File: src/rtl/uart_fifo_tx.sv
// UART transmit path: circular input FIFO feeding a frame serializer.
// Frames leave back-to-back while words are queued.
module uart_fifo_tx #(
  parameter int CLK_HZ     = 50_000_000,
  parameter int BIT_RATE   = 115_200,
  parameter int DATA_BITS  = 8,
  parameter int PARITY     = 0,
  parameter int STOP_BITS  = 1,
  parameter int FIFO_DEPTH = 16
) (
  input  logic                          clk,
  input  logic                          rst,
  input  logic                          wr_valid,
  input  logic [DATA_BITS-1:0]          wr_data,
  output logic                          wr_ready,
  output logic [$clog2(FIFO_DEPTH):0]   fifo_level,
  output logic                          busy,
  output logic                          tx
);

  localparam int CPB = CLK_HZ / BIT_RATE;
  localparam int CW  = (CPB > 1) ? $clog2(CPB) : 1;
  localparam int AW  = $clog2(FIFO_DEPTH);
  localparam int LW  = AW + 1;

  localparam logic [CW-1:0] CNT_MAX   = CW'(CPB - 1);
  localparam logic [LW-1:0] FULL      = LW'(FIFO_DEPTH);
  localparam logic [3:0]    LAST_DATA = 4'(DATA_BITS - 1);
  localparam logic          LAST_STOP = 1'(STOP_BITS - 1);

  typedef enum logic [2:0] {
    S_IDLE,
    S_START,
    S_DATA,
    S_PARITY,
    S_STOP
  } state_e;

  state_e                state_q;
  logic [CW-1:0]         cnt_q;
  logic [3:0]            bit_q;
  logic                  stop_q;
  logic [DATA_BITS-1:0]  shift_q;
  logic                  par_q;
  logic                  tx_q;

  logic [DATA_BITS-1:0]  mem_q [FIFO_DEPTH];
  logic [AW-1:0]         wptr_q;
  logic [AW-1:0]         rptr_q;
  logic [LW-1:0]         level_q;
  logic [LW-1:0]         level_d;

  logic                  fifo_ne;
  logic                  bit_end;
  logic                  last_stop;
  logic                  push;
  logic                  pop;
  logic [DATA_BITS-1:0]  head;
  logic                  par_d;

  assign fifo_ne   = (level_q != '0);
  assign bit_end   = (cnt_q == CNT_MAX);
  assign last_stop = (state_q == S_STOP) && bit_end
                   && (stop_q == LAST_STOP);
  assign wr_ready  = (level_q != FULL);
  assign push      = wr_valid && wr_ready;
  assign pop       = fifo_ne
                   && ((state_q == S_IDLE) || last_stop);
  assign head      = mem_q[rptr_q];
  assign par_d     = (PARITY == 1) ? ~^head : ^head;

  assign fifo_level = level_q;
  assign busy       = (state_q != S_IDLE) || fifo_ne;
  assign tx         = tx_q;

  always_comb begin
    level_d = level_q;
    unique case (1'b1)
      push && !pop: level_d = level_q + 1'b1;
      pop && !push: level_d = level_q - 1'b1;
      default:      level_d = level_q;
    endcase
  end

  // Storage carries no reset; clearing the pointers discards it.
  always_ff @(posedge clk) begin
    if (push) mem_q[wptr_q] <= wr_data;
  end

  always_ff @(posedge clk or posedge rst) begin
    if (rst) begin
      wptr_q  <= '0;
      rptr_q  <= '0;
      level_q <= '0;
    end else begin
      if (push) wptr_q <= wptr_q + 1'b1;
      if (pop)  rptr_q <= rptr_q + 1'b1;
      level_q <= level_d;
    end
  end

  always_ff @(posedge clk or posedge rst) begin
    if (rst) begin
      state_q <= S_IDLE;
      cnt_q   <= '0;
      bit_q   <= '0;
      stop_q  <= 1'b0;
      shift_q <= '0;
      par_q   <= 1'b0;
      tx_q    <= 1'b1;
    end else begin
      unique case (state_q)
        S_IDLE: begin
          cnt_q <= '0;
          if (pop) begin
            state_q <= S_START;
            shift_q <= head;
            par_q   <= par_d;
            tx_q    <= 1'b0;
          end
        end
        S_START: begin
          if (bit_end) begin
            cnt_q   <= '0;
            bit_q   <= '0;
            state_q <= S_DATA;
            tx_q    <= shift_q[0];
          end else begin
            cnt_q <= cnt_q + 1'b1;
          end
        end
        S_DATA: begin
          if (bit_end) begin
            cnt_q <= '0;
            if (bit_q == LAST_DATA) begin
              stop_q <= 1'b0;
              if (PARITY != 0) begin
                state_q <= S_PARITY;
                tx_q    <= par_q;
              end else begin
                state_q <= S_STOP;
                tx_q    <= 1'b1;
              end
            end else begin
              bit_q   <= bit_q + 1'b1;
              shift_q <= shift_q >> 1;
              tx_q    <= shift_q[1];
            end
          end else begin
            cnt_q <= cnt_q + 1'b1;
          end
        end
        S_PARITY: begin
          if (bit_end) begin
            cnt_q   <= '0;
            stop_q  <= 1'b0;
            state_q <= S_STOP;
            tx_q    <= 1'b1;
          end else begin
            cnt_q <= cnt_q + 1'b1;
          end
        end
        S_STOP: begin
          if (bit_end) begin
            cnt_q <= '0;
            if (stop_q == LAST_STOP) begin
              // Chain straight into the next start bit when queued.
              if (pop) begin
                state_q <= S_START;
                shift_q <= head;
                par_q   <= par_d;
                tx_q    <= 1'b0;
              end else begin
                state_q <= S_IDLE;
                tx_q    <= 1'b1;
              end
            end else begin
              stop_q <= 1'b1;
            end
          end else begin
            cnt_q <= cnt_q + 1'b1;
          end
        end
        default: begin
          state_q <= S_IDLE;
          tx_q    <= 1'b1;
        end
      endcase
    end
  end

endmodule
File: config.mk
export PLATFORM = sky130hd
export DESIGN_NAME = uart_fifo_tx
export DESIGN_NICKNAME = d
export VERILOG_FILES = /design/src/rtl/uart_fifo_tx.sv
export SDC_FILE = /design/constraint.sdc
export NUM_CORES = 1
export LEC_CHECK = 0
export ABC_AREA = 0
export CORE_AREA = 2 2 157 121
export DETAILED_ROUTE_END_ITERATION = 8
export DIE_AREA = 0 0 159 123
export PLACE_DENSITY_LB_ADDON = 0.15
export SYNTH_ARGS = -nofsm -noshare
export SYNTH_HDL_FRONTEND = slang
export SYNTH_SLANG_ARGS = --single-unit
File: constraint.sdc
create_clock -name clk -period 3.95 [get_ports clk]
set_input_delay 0.79 -clock clk [delete_from_list [all_inputs] [get_ports clk]]
set_output_delay 0.79 -clock clk [all_outputs]
set_load 0.05 [all_outputs]
# Word level (Yosys, flattened, before mapping)

Memories as Yosys holds them, arrays and structs flattened.
Cells that the tools add are included.

Register bits: 39
RAM bits: 128
Input bits: 11
Word-level logic and storage cells: 95
Memories kept: 1

Add/sub/neg operators: 6
Equal/unequal tests: 15
Multiplexer cells: 39
Bitwise logic cells: 1
Reduce and logical (&&, ||, !) cells: 24

Memories:

| name  | words | width | read ports | clocked after Yosys merged registers in | wr ports | line | RTL |
|---|---|---|---|---|---|---|---|
| mem_q | 16    | 8     | 1          | 0                                       | 1        | 47   | `logic [DATA_BITS-1:0] mem_q [FIFO_DEPTH];` |

Operator list:

| operator                                                        | number |
|---|---|
| 8-bit two-way mux                                               | 5 |
| 8-bit one-hot mux with 3 select lines                           | 1 |
| 3-bit two-way mux                                               | 7 |
| 9-bit one-hot mux with 2 select lines                           | 1 |
| 1-bit two-way mux                                               | 16 |
| 2-bit != test, second input constant                            | 8 |
| 3-bit one-hot mux with 5 select lines                           | 1 |
| 4-bit by 1-bit adder with 4-bit output, second input constant   | 3 |
| 4-bit two-way mux                                               | 3 |
| 5-bit one-hot mux with 2 select lines                           | 1 |
| 5-bit AND reduction                                             | 2 |
| 9-bit by 1-bit adder with 9-bit output, second input constant   | 1 |
| 9-bit == test, second input constant                            | 1 |
| 9-bit two-way mux                                               | 1 |
| 3-bit nonzero test                                              | 3 |
| 4-bit one-hot mux with 2 select lines                           | 1 |
| 7-bit AND reduction                                             | 1 |
| 3-bit by 2-bit == test with 1-bit output, second input constant | 2 |
| 1-bit logical AND                                               | 6 |
| 6-bit AND reduction                                             | 1 |
| 2-bit nonzero test                                              | 3 |
| 5-bit by 1-bit adder with 5-bit output, second input constant   | 1 |
| 5-bit != test, second input constant                            | 1 |
| 1-bit one-hot mux with 5 select lines                           | 1 |
| 12 further kinds                                                | 14 |

# Longest topological paths before layout

Depth after elaboration: 9
Mapped depth: 15

# Least setup slack after synthesis

OpenSTA, ideal clock, no wires.

Kind: flip-flop to flip-flop
Start: register level_q[1], in the netlist fifo_level[1]
End: register level_q[4], in the netlist fifo_level[4]
Setup time: 0.146 ns
Arrival time: 3.354 ns
Data required time: 3.804 ns
Setup slack: 0.451 ns
Cell stages (with the launch flop): 16
Buffers on the path: 3
Clock period less this slack: 3.499 ns
Path through: dfrtp_1 buf_2 nor3_1 nand3b_1 and2_1 clkbuf_1 inv_1 ha_1 clkbuf_1 xor2_1 ha_1 nor2b_1 a21oi_1 o22ai_1 a22oi_1 xnor2_1

Longest elaborated chain between the ends: 5
Elaborated cells on any way between the ends: 12
Those cells by class: add/sub (2); eq/ne (1); mux (1); reduce/logical (8)

RTL lines:

| item                                                                               | line | RTL |
|---|---|---|
| from (decl)                                                                        | 50   | `logic [LW-1:0] level_q;` |
| from (signal assigned)                                                             | 98   | `level_q <= level_d;` |
| 5-bit != test *                                                                    | 65   | `assign wr_ready = (level_q != FULL);` |
| via wr_ready                                                                       | 15   | `output logic wr_ready,` |
| 1-bit logical AND *                                                                | 66   | `assign push = wr_valid && wr_ready;` |
| 1-bit zero test                                                                    | 80   | `pop && !push: level_d = level_q - 1'b1;` |
| 1-bit logical AND                                                                  | 80   |  |
| 5-bit one-hot mux with 2 select lines / 2-bit nonzero test (equally long branches) | n/a  |  |

Mark *: on every way through the listed nets, which the timed path passes. The rest lies on a longest branch.
A chain may end at the register's enable or synchronous reset.

# Final worst setup path

Start: register level_q[2], in the netlist fifo_level[2]
End: output busy

Longest elaborated chain between the ends: 2

RTL lines:

| item               | line | RTL |
|---|---|---|
| 5-bit nonzero test | 61   | `assign fifo_ne = (level_q != '0);` |
| 1-bit logical OR   | 73   | `assign busy = (state_q != S_IDLE) \|\| fifo_ne;` |
| to (decl)          | 17   | `output logic busy,` |

Every way passes these cells.

==> results.yml <==
outcome:
  status: "finished clean"
setup_path:
  worstSetupEndpointType: "primary output"
  path_cells: "or4_4 -> or3_1 -> nand2b_1 -> clkdlybuf4s50_1"
  path_class: "reg -> out"
  regToRegSetupSlack_ns: 0.96
  reg2regPathDepth: 11
  cp.arrival_ns: 2.63
  timing.rr.start: "cnt_q[2]"
  start_kind: "flop"
  cpPeakStageDelay_ns: 0.70
  crit_fanout: 7
  rr_endpoint: "fifo_level[4]"
  slowest_stage: "clkdlybuf4s50_1"
  required_ns: 3.16
global_routing:
  grt_overflow: 0
  grt_antenna_before_repair: 0
  grt_max_degree: 39
  grt_pass1_wl_mm: 22.7
  grt_pass1_vias: 3743
  track_usage_pct: 16.0
route:
  drc: 0
  drtPass1Iterations: 5
  via_count: 3820
  drt-total-wl_mm: 14.5
  drt_iter0_drc: 340
  avgViaCountPerCell: 5.29
  wl_per_cell_um: 20.1
  ant_nets: 0
min_path:
  min_from: "bit_q[0]"
  min_to: "bit_q[0]"
  min_path_type: "reg -> reg"
  holdPathStages: 1
clocking:
  clock_sinks: 166
  ctsHoldBuffers: 0
  clkTransAtPathRegs_ns: 0.06
  cts.path.max_buffers: 2
  insertion_delay_ns: 0.42
  cts_made_buffers: 17
  cts_root_buffer: "clkbuf_16"
  htree_levels: 4
  cts_setup_buffers: 0
  cts_resized: 0
  cts_tree: "built"
floorplanning:
  num_rows: 43
  fp.dieH_um: 123
  fp.dieArea_um2: 19600
  start_util_pct: 39.1
  core_area_um2: 18100
  io_pins: 19
  dieWidth_um: 159
power:
  powerDensity_nw_per_um2: 704
  total_power_mw: 5.75
  intPower_mw: 3.97
  combPwrFrac_pct: 26.2
  p_seq_share_pct: 43.1
  peakVddDrop_mv: 0.286
  switching_share_pct: 30.9
  switchingPower_mw: 1.78
  leakage_nw: 2.81
  clkPwrFrac_pct: 30.7
logic_synthesis:
  syn_area_per_cell_um2: 16.4
  synthSimpleGateAreaFrac_pct: 6.77
  synth-xor-area-share_pct: 2.23
  synth_edf_count: 128
  synth_top_family_by_area: "multiplexers"
  synth-seq-cells: 166
  syn_area_um2: 7060
  ys_types: 61
  muxShareOfSynthArea_pct: 11.1
  syn-instance-count: 430
  ys.flop_type: "edfxtp_1"
  syn-num-nets: 452
  yosys_warnings: 0
  synthArstFlopShare_pct: 22.9
  yosysSeqAreaShare_pct: 67.9
  synth_compound_area_share_pct: 6.87
  synthAdderAreaFrac_pct: 2.23
cells_and_area:
  final_nets: 485
  seqCellArea_um2: 4800
  multiInputGateArea_um2: 2060
  syn_to_final_growth_pct: 15.6
  drive_gt1_share_pct: 18.9
  diodes: 0
  fill_cells: 1618
placement:
  numPortBuffers: 18
  dp_hpwl_mm: 9.10
  gp_congestion: 0.779
timing:
  drv_slew: 0
  skew_ns: 0.00980
  hold_violations: 0
  relSlewSlack_pct: 38.0
  period_share_pct: 86.7
  final.setup.tns_ns: 0
  rsz0062_at_grt: "no"
  setup_viol: 0
  min_period_ns: 3.42
  fmax_mhz: 292
  worst_pin_slew_ns: 0.929
flow_run:
  maxCapViolCount: 0
## metrics by stage
stage | hold WS, ns | instance area, um2 | utilization (%) | instances | setup WS, ns
after floorplan | 0.481 | 7060 | - | 430 | 0.451
after global placement | 0.507 | 7530 | 41.7 | 691 | 0.827
after detailed placement | 0.517 | 7530 | 41.7 | 691 | 0.788
after CTS | 0.530 | 8160 | 45.2 | 722 | 0.497
after global routing | 0.557 | 8160 | 45.2 | 722 | 0.436
final | 0.524 | 8160 | 45.2 | 722 | 0.526
## power groups by stage
| stage | clock (mW) | combinational (mW) | sequential (mW) |
|---|---|---|---|
| final | 1.77 | 1.51 | 2.48 |
| after global routing | 1.88 | 1.66 | 2.53 |
| after CTS | 1.81 | 1.52 | 2.48 |
| after detailed placement | 0 | 1.51 | 2.52 |
| after global placement | 0 | 1.49 | 2.50 |
| after floorplan | 0 | 1.19 | 2.40 |
## registers in the layout (all words and copies together) (netlist names)
name / flops
bit_q: 4
tx: 1
mem_q: 128
fifo_level: 5
state_q: 3
cnt_q: 9
rptr_q: 4
shift_q: 8
wptr_q: 4
## worst max-delay path by stage
stage,start,endpoint,cells past startpoint
floorplan,fifo_level[1],fifo_level[4],15
global placement,wr_valid,fifo_level[4],11
detailed placement,wr_valid,fifo_level[4],11
CTS,fifo_level[2],busy,4
global route,fifo_level[2],busy,4
finish,fifo_level[2],busy,4
## cell usage in the layout, fill, tap and decap left out, drive strengths merged, types with 3 or more instances in the layout
cell             n
a21oi           31
a22oi           18
buf             20
bufinv           5
clkbuf          17
clkdlybuf4s50   18
clkinv           6
clkinvlp         3
dfrtp           37
edfxtp         128
ha              11
inv              8
mux2             3
mux4            32
nand2           17
nand2b           4
nand3            4
nand4            4
nor2            32
nor2b            3
nor3             6
nor3b            3
o21ai           13
or3              3
xnor2            9
xor2             9
## synth_stat cells, drive strengths merged, types with 2 or more instances
library cell / count / area share [%]
maj3: 2 / 0.28
edfxtp: 128 / 54
nand3: 4 / 0.28
nand2: 17 / 0.90
xor2: 9 / 1.1
clkbuf: 5 / 0.32
o21ai: 13 / 0.97
mux4: 32 / 11
nor2b: 3 / 0.27
nor3: 6 / 0.43
nand2b: 4 / 0.35
nand3b: 2 / 0.21
nor2: 32 / 1.7
buf: 17 / 1.7
nor3b: 3 / 0.48
o32ai: 2 / 0.25
dfrtp: 37 / 13
o31ai: 2 / 0.21
inv: 7 / 0.37
a22oi: 18 / 2.0
ha: 11 / 1.9
or3: 3 / 0.27
mux2: 3 / 0.48
xnor2: 9 / 1.1
a32o: 2 / 0.28
nand4: 4 / 0.35
a21oi: 31 / 2.4
and4: 2 / 0.25
and2: 2 / 0.18
## routing by layer
metal | vias up | part of all wire (%) | track usage [%]
li1 | 1751 | - | -
met1 | 1980 | 50 | 23.7
met2 | 80 | 44 | 23.3
met3 | 9 | 5.5 | 4.16
met4 | 0 | 0.92 | 4.77
met5 | - | 0 | 0
## cell families after synthesis
group	Yosys count
and+or+nand+nor	91
xor gates and xnor gates	18
adders and majority gates	13
buffers and inverters	32
DFF	166
AOI/OAI and AO/OA	75
muxes	35
## critical path, delay by kind of cell (launching register included)
| family | cells | cell delay (ns) |
|---|---|---|
| buf+inv | 1 | 0.70 |
| flops | 1 | 0.45 |
| simple gates | 3 | 1.08 |
## area by class of cell
| class | instances | area share, % |
|---|---|---|
| clock inverters | 14 | 2.53 |
| repair buffers | 38 | 4.05 |
| clock buffers | 17 | 5.21 |
| flip-flops and latches | 166 | 58.8 |
| well taps | 247 | 3.79 |
| multi-input cells | 232 | 25.3 |
| inverters | 8 | 0.368 |
Note: power is estimated with default switching activity, not from simulation.
